$ cat config.mk
export PLATFORM = sky130hd
export DESIGN_NAME = uart_rx_fifo
export DESIGN_NICKNAME = d
export VERILOG_FILES = /design/src/rtl/uart_pkg.sv /design/src/rtl/uart_sync_fifo.sv /design/src/rtl/uart_rx_fifo.sv
export SDC_FILE = /design/constraint.sdc
export NUM_CORES = 1
export LEC_CHECK = 0
export CAP_MARGIN = 20
export CORE_MARGIN = 5
export CORE_UTILIZATION = 64
export CTS_CLUSTER_DIAMETER = 40
export DETAILED_ROUTE_END_ITERATION = 8
export GPL_TIMING_DRIVEN = 0
export HOLD_SLACK_MARGIN = 0.08
export PLACE_DENSITY_LB_ADDON = 0.25
export SLEW_MARGIN = 20
export SYNTH_ARGS = -nofsm -noshare
export SYNTH_HDL_FRONTEND = slang
export SYNTH_HIERARCHICAL = 1
export SYNTH_SLANG_ARGS = --single-unit
$ cat constraint.sdc
create_clock -name clk -period 7.45 [get_ports clk]
set_clock_uncertainty 0.15 [all_clocks]
set_input_delay 1.49 -clock clk [delete_from_list [all_inputs] [get_ports clk]]
set_output_delay 1.49 -clock clk [all_outputs]
set_load 0.01 [all_outputs]
$ cat src/rtl/uart_pkg.sv
// rtl/uart_pkg.sv - shared UART encodings and default sizing
package uart_pkg;

   typedef enum logic [2:0] {
      IDLE,
      START,
      DATA,
      PARITY,
      STOP
   } uart_state_t;

   typedef enum logic [1:0] {
      PARITY_NONE,
      PARITY_EVEN,
      PARITY_ODD
   } parity_mode_t;

   localparam int DEFAULT_DATA_WIDTH    = 8;
   localparam int DEFAULT_RX_FIFO_DEPTH = 16;

endpackage

$ cat src/rtl/uart_sync_fifo.sv
// rtl/uart_sync_fifo.sv - generic first-word-fall-through FIFO with occupancy level
module uart_sync_fifo
   import uart_pkg::*;
#(
   parameter int width = DEFAULT_DATA_WIDTH + 1,
   parameter int depth = DEFAULT_RX_FIFO_DEPTH
) (
   input  logic                     clk,
   input  logic                     rst,
   input  logic                     wr_en,
   input  logic [width-1:0]         wr_data,
   input  logic                     rd_en,
   output logic [width-1:0]         rd_data,
   output logic                     empty,
   output logic                     full,
   output logic [$clog2(depth):0]   level
);

   localparam int aw = $clog2(depth);
   localparam logic [aw:0]   full_lvl = (aw+1)'(depth);
   localparam logic [aw-1:0] ptr_one  = (aw)'(1);

   logic [width-1:0] mem [depth];
   logic [aw-1:0]    wr_ptr;
   logic [aw-1:0]    rd_ptr;
   logic [aw:0]      count;
   logic             do_wr;
   logic             do_rd;

   // A pop frees the slot a full-FIFO write needs; a pop on empty is simply dropped.
   assign do_rd = rd_en & (count != '0);
   assign do_wr = wr_en & ((count != full_lvl) | do_rd);

   always_ff @(posedge clk or negedge rst) begin
      if (!rst) begin
         wr_ptr <= '0;
         rd_ptr <= '0;
         count  <= '0;
      end else begin
         if (do_wr) wr_ptr <= wr_ptr + ptr_one;
         if (do_rd) rd_ptr <= rd_ptr + ptr_one;
         if (do_wr && !do_rd)      count <= count + 1'b1;
         else if (do_rd && !do_wr) count <= count - 1'b1;
      end
   end

   always_ff @(posedge clk) begin
      if (do_wr) mem[wr_ptr] <= wr_data;
   end

   // Storage is not reset, so the head is gated to zero whenever nothing is queued.
   assign rd_data = (count == '0) ? '0 : mem[rd_ptr];
   assign empty   = (count == '0);
   assign full    = (count == full_lvl);
   assign level   = count;

endmodule

$ cat src/rtl/uart_rx_fifo.sv
// rtl/uart_rx_fifo.sv - receive character buffer with sticky overflow and framing-error count
module uart_rx_fifo
   import uart_pkg::*;
#(
   parameter int data_width = DEFAULT_DATA_WIDTH,
   parameter int depth      = DEFAULT_RX_FIFO_DEPTH
) (
   input  logic                     clk,
   input  logic                     rst,
   input  logic                     rx_done,
   input  logic [data_width-1:0]    rx_data,
   input  logic                     rx_parity_error,
   input  logic                     rx_framing_error,
   input  logic                     rd_en,
   input  logic                     clr_flags,
   output logic [data_width-1:0]    rd_data,
   output logic                     rd_parity_error,
   output logic                     empty,
   output logic                     full,
   output logic [$clog2(depth):0]   level,
   output logic                     overflow,
   output logic [7:0]               frame_err_count
);

   logic                  done_q;
   logic                  done_armed;
   logic                  fe_q;
   logic                  wr;
   logic                  fe_edge;
   logic                  ovf_evt;
   logic [data_width:0]   head;

   // done_armed blocks a done level that is already high when reset releases.
   assign wr      = rx_done & ~done_q & done_armed;
   assign fe_edge = rx_framing_error & ~fe_q;
   assign ovf_evt = wr & full & ~rd_en;

   always_ff @(posedge clk or negedge rst) begin
      if (!rst) begin
         done_q          <= 1'b0;
         done_armed      <= 1'b0;
         fe_q            <= 1'b0;
         overflow        <= 1'b0;
         frame_err_count <= 8'd0;
      end else begin
         done_q <= rx_done;
         fe_q   <= rx_framing_error;
         if (!rx_done) done_armed <= 1'b1;

         if (ovf_evt)        overflow <= 1'b1;
         else if (clr_flags) overflow <= 1'b0;

         if (fe_edge) begin
            if (clr_flags)                     frame_err_count <= 8'd1;
            else if (frame_err_count != 8'hFF) frame_err_count <= frame_err_count + 8'd1;
         end else if (clr_flags) begin
            frame_err_count <= 8'd0;
         end
      end
   end

   uart_sync_fifo #(
      .width (data_width + 1),
      .depth (depth)
   ) u_fifo (
      .clk     (clk),
      .rst     (rst),
      .wr_en   (wr),
      .wr_data ({rx_parity_error, rx_data}),
      .rd_en   (rd_en),
      .rd_data (head),
      .empty   (empty),
      .full    (full),
      .level   (level)
   );

   assign rd_data         = head[data_width-1:0];
   assign rd_parity_error = head[data_width];

endmodule

==> flow_metrics.env <==
export IMPL_cts_hold_buffers=0
export IMPL_ys_seq_area_share_pct=71.1
export IMPL_power_per_cell_area_mw_per_mm2=365
export IMPL_relSlewSlack_pct=32.9
export IMPL_drt_pass1_iter_count=5
export IMPL_ys_types=40
export IMPL_worstPathMaxFanout=10
export IMPL_power_leakage_uw=0.00277
export IMPL_crit_required_ns=5.81
export IMPL_finalHoldViolCount=0
export IMPL_n_fill_cell=607
export IMPL_whs_path_depth=1
export IMPL_period_share_pct=62.9
export IMPL_fmax_ghz=0.214
export IMPL_cts_root_buffer="clkbuf_8"
export IMPL_htreeDepth=4
export IMPL_layout_cells_non_filler=599
export IMPL_track_usage_pct=23.7
export IMPL_ios=40
export IMPL_cts_clk_slew_worst_paths_ns=0.06
export IMPL_setup_tns_ns=0
export IMPL_cpMaxStageDelayCell="mux4_2"
export IMPL_reg2reg_slack_ns=4.09
export IMPL_cts_setup_buffers=0
export IMPL_r2r_start="u_fifo/level[1]"
export IMPL_drt_total_wl_mm=14.2
export IMPL_timing_rr_end="u_fifo/level[4]"
export IMPL_multi_input_area_mm2=0.00194
export IMPL_maxCapViolCount=0
export IMPL_rsz0062_at_grt="no"
export IMPL_endpoint_kind="primary output"
export IMPL_gr_total_overflow=0
export IMPL_placed_cell_area_mm2=0.00760
export IMPL_postRouteAntennaNets=0
export IMPL_ys_ff_latch=169
export IMPL_cp_arrival_ns=3.04
export IMPL_post_drt_wl_per_cell_um=23.7
export IMPL_port_buffers=38
export IMPL_critPathMaxStageDelay_ns=0.57
export IMPL_hold_class="flip-flop to flip-flop"
export IMPL_dp_hpwl_mm=9.15
export IMPL_core_area_mm2=0.0107
export IMPL_syn_area_mm2=0.00697
export IMPL_die_w_um=114
export IMPL_timing_hold_ws_ns=0.330
export IMPL_gp_congestion=0.811
export IMPL_place_inst=567
export IMPL_synth_nets=410
export IMPL_nets=472
export IMPL_die_area_mm2=0.0131
export IMPL_syn_area_per_cell_um2=18.1
export IMPL_run_status="finished, final reports clean"
export IMPL_ir_drop_mv=0.247
export IMPL_cts_sinks=169
export IMPL_num_rows=38
export IMPL_regArea_mm2=0.00495
export IMPL_start_kind="flip-flop"
export IMPL_cts_tree="done"
export IMPL_start_util_pct=64.8
export IMPL_diodes=0
export IMPL_maxSlewViolCount=0
export IMPL_design_area_mm2=0.00816
export IMPL_drive_gt1_share_pct=23.5
export IMPL_period_needed_ns=4.68
export IMPL_tightest_slew_ns=1.00
export IMPL_hold_end="done_armed"
export IMPL_synthCells=384
export IMPL_fp_dieH_um=114
export IMPL_cts_buffers=17
export IMPL_clk_insertion_delay_late_ns=0.52
export IMPL_path_cells="buf_2 -> mux4_2 -> mux2_2 -> o21ai_0 -> a21oi_1 -> clkdlybuf4s50_1"
export IMPL_critPathTopFamily="buffers and inverters"
export IMPL_rr_worst_depth=9
export IMPL_remaining_drc_errors=0
export IMPL_critPathKind="flip-flop to primary output"
export IMPL_grt_pass1_wl_mm=22.2
export IMPL_grt_max_degree=26
export IMPL_clockBufferDepth=2
export IMPL_yosys_warnings=6
export IMPL_crit_buf_inv=2
export IMPL_vias=3793
export IMPL_finish_utilization_pct=76.0
export IMPL_antenna_found_initial=0
export IMPL_grt_pass1_vias=3923
export IMPL_setup_viol=0
export IMPL_syn2layout_area_growth_pct=17.2
export IMPL_cts_resized=0
export IMPL_viasPerCell=6.33
export IMPL_crit_start="u_fifo/rd_ptr[1]"
export IMPL_first_iter_violations=399
export IMPL_holdCritStartpoint="done_armed"
[per-stage QoR]
step	worst slack, ns	total power, µW
global placement	2.48	2110
detailed placement	3.02	2160
CTS	2.73	3000
finish	2.77	2980
floorplan	3.83	1800
global route	2.65	3120
[routing by layer]
metal / vias up / GRT usage (%) / part of all wire [%]
li1: 1655 / - / -
met1: 1927 / 33.5 / 41
met2: 184 / 37.0 / 49
met3: 27 / 5.29 / 7.8
met4: 0 / 8.47 / 2.4
met5: - / 0 / 0
[cells in the mapped netlist, drive strengths merged]
master   number  share of area (%)
edfxtp      144                 62
mux4         36                 12
dfrtp        25                9.0
o21ai        17                1.3
nand2        16               0.86
a21oi        12               0.86
mux2i        12                1.7
nor2         12               0.65
buf          11               0.79
mux2         11                1.8
ha           10                1.8
inv          10               0.54
nor3          8               0.57
clkbuf        7               0.38
xnor2         7               0.88
nand3         6               0.43
and3          5               0.45
nand4         5               0.45
nor4b         5               0.63
xor2          4               0.50
a21o          2               0.22
nand3b        2               0.22
o211ai        2               0.22
o31ai         2               0.41
a2111oi       1               0.13
a211oi        1               0.11
a21boi        1               0.11
and2b         1               0.13
and4b         1               0.14
fa            1               0.29
nand2b        1              0.090
nor3b         1               0.11
nor4          1              0.090
o21bai        1               0.11
o311ai        1               0.13
or3           1              0.090
or4           1               0.16
[how the worst max path moves through the flow]
stage                             to  slack (ns)  cells past startpoint
floorplan           u_fifo/mem[2][0]        3.83                      5
global placement    u_fifo/mem[3][4]        2.48                      6
detailed placement   u_fifo/level[4]        3.02                      9
CTS                  rd_parity_error        2.73                      6
global route         rd_parity_error        2.65                      6
finish               rd_parity_error        2.77                      6
[cells by family (layout without fill, tap and decap cells)]
group | after synthesis | after routing | synth area share [%]
compound gates | 40 | 40 | 3.56
xor+xnor | 11 | 11 | 1.38
fa+ha+maj | 11 | 11 | 2.08
buf+inv | 28 | 103 | 1.71
flops | 169 | 169 | 71.1
mux | 59 | 59 | 15.1
simple gates | 66 | 66 | 5.07
[cell type report]
class | instances | share of cell area, %
sequential | 169 | 60.6
multi-input combinational | 187 | 23.8
clock buffer | 17 | 5.07
tap | 140 | 2.15
clock inverter | 15 | 1.87
buffer | 18 | 0.996
inverter | 10 | 0.460
timing repair buffer | 43 | 5.03
[sequential cells by signal, summed over array words and instances, names as in the netlist]
| name | count |
|---|---|
| fe_q | 1 |
| u_fifo/mem | 144 |
| overflow | 1 |
| u_fifo/wr_ptr | 4 |
| frame_err_count | 8 |
| u_fifo/level | 5 |
| done_armed | 1 |
| u_fifo/rd_ptr | 4 |
| done_q | 1 |
[where the power goes]
part	switching (µW)	leakage, µW	internal (µW)
Clock	348	0.000268	477
Sequential	52.5	0.00161	1110
Combinational	510	0.000895	483
[cells in the final DEF, fill, tap and decap left out, types with 5 or more instances in the layout]
master / count
mux4_2: 36
o21ai_0: 16
clkbuf_1: 7
mux2_2: 11
clkbuf_16: 16
buf_2: 13
ha_1: 10
nor2_1: 12
clkdlybuf4s50_1: 37
and3_1: 5
edfxtp_1: 144
mux2i_1: 12
nand4_1: 5
nand3_1: 6
dfrtp_1: 25
inv_1: 9
nand2_1: 16
xnor2_1: 7
a21oi_1: 12
No activity file was read; power rests on OpenSTA's default activity.
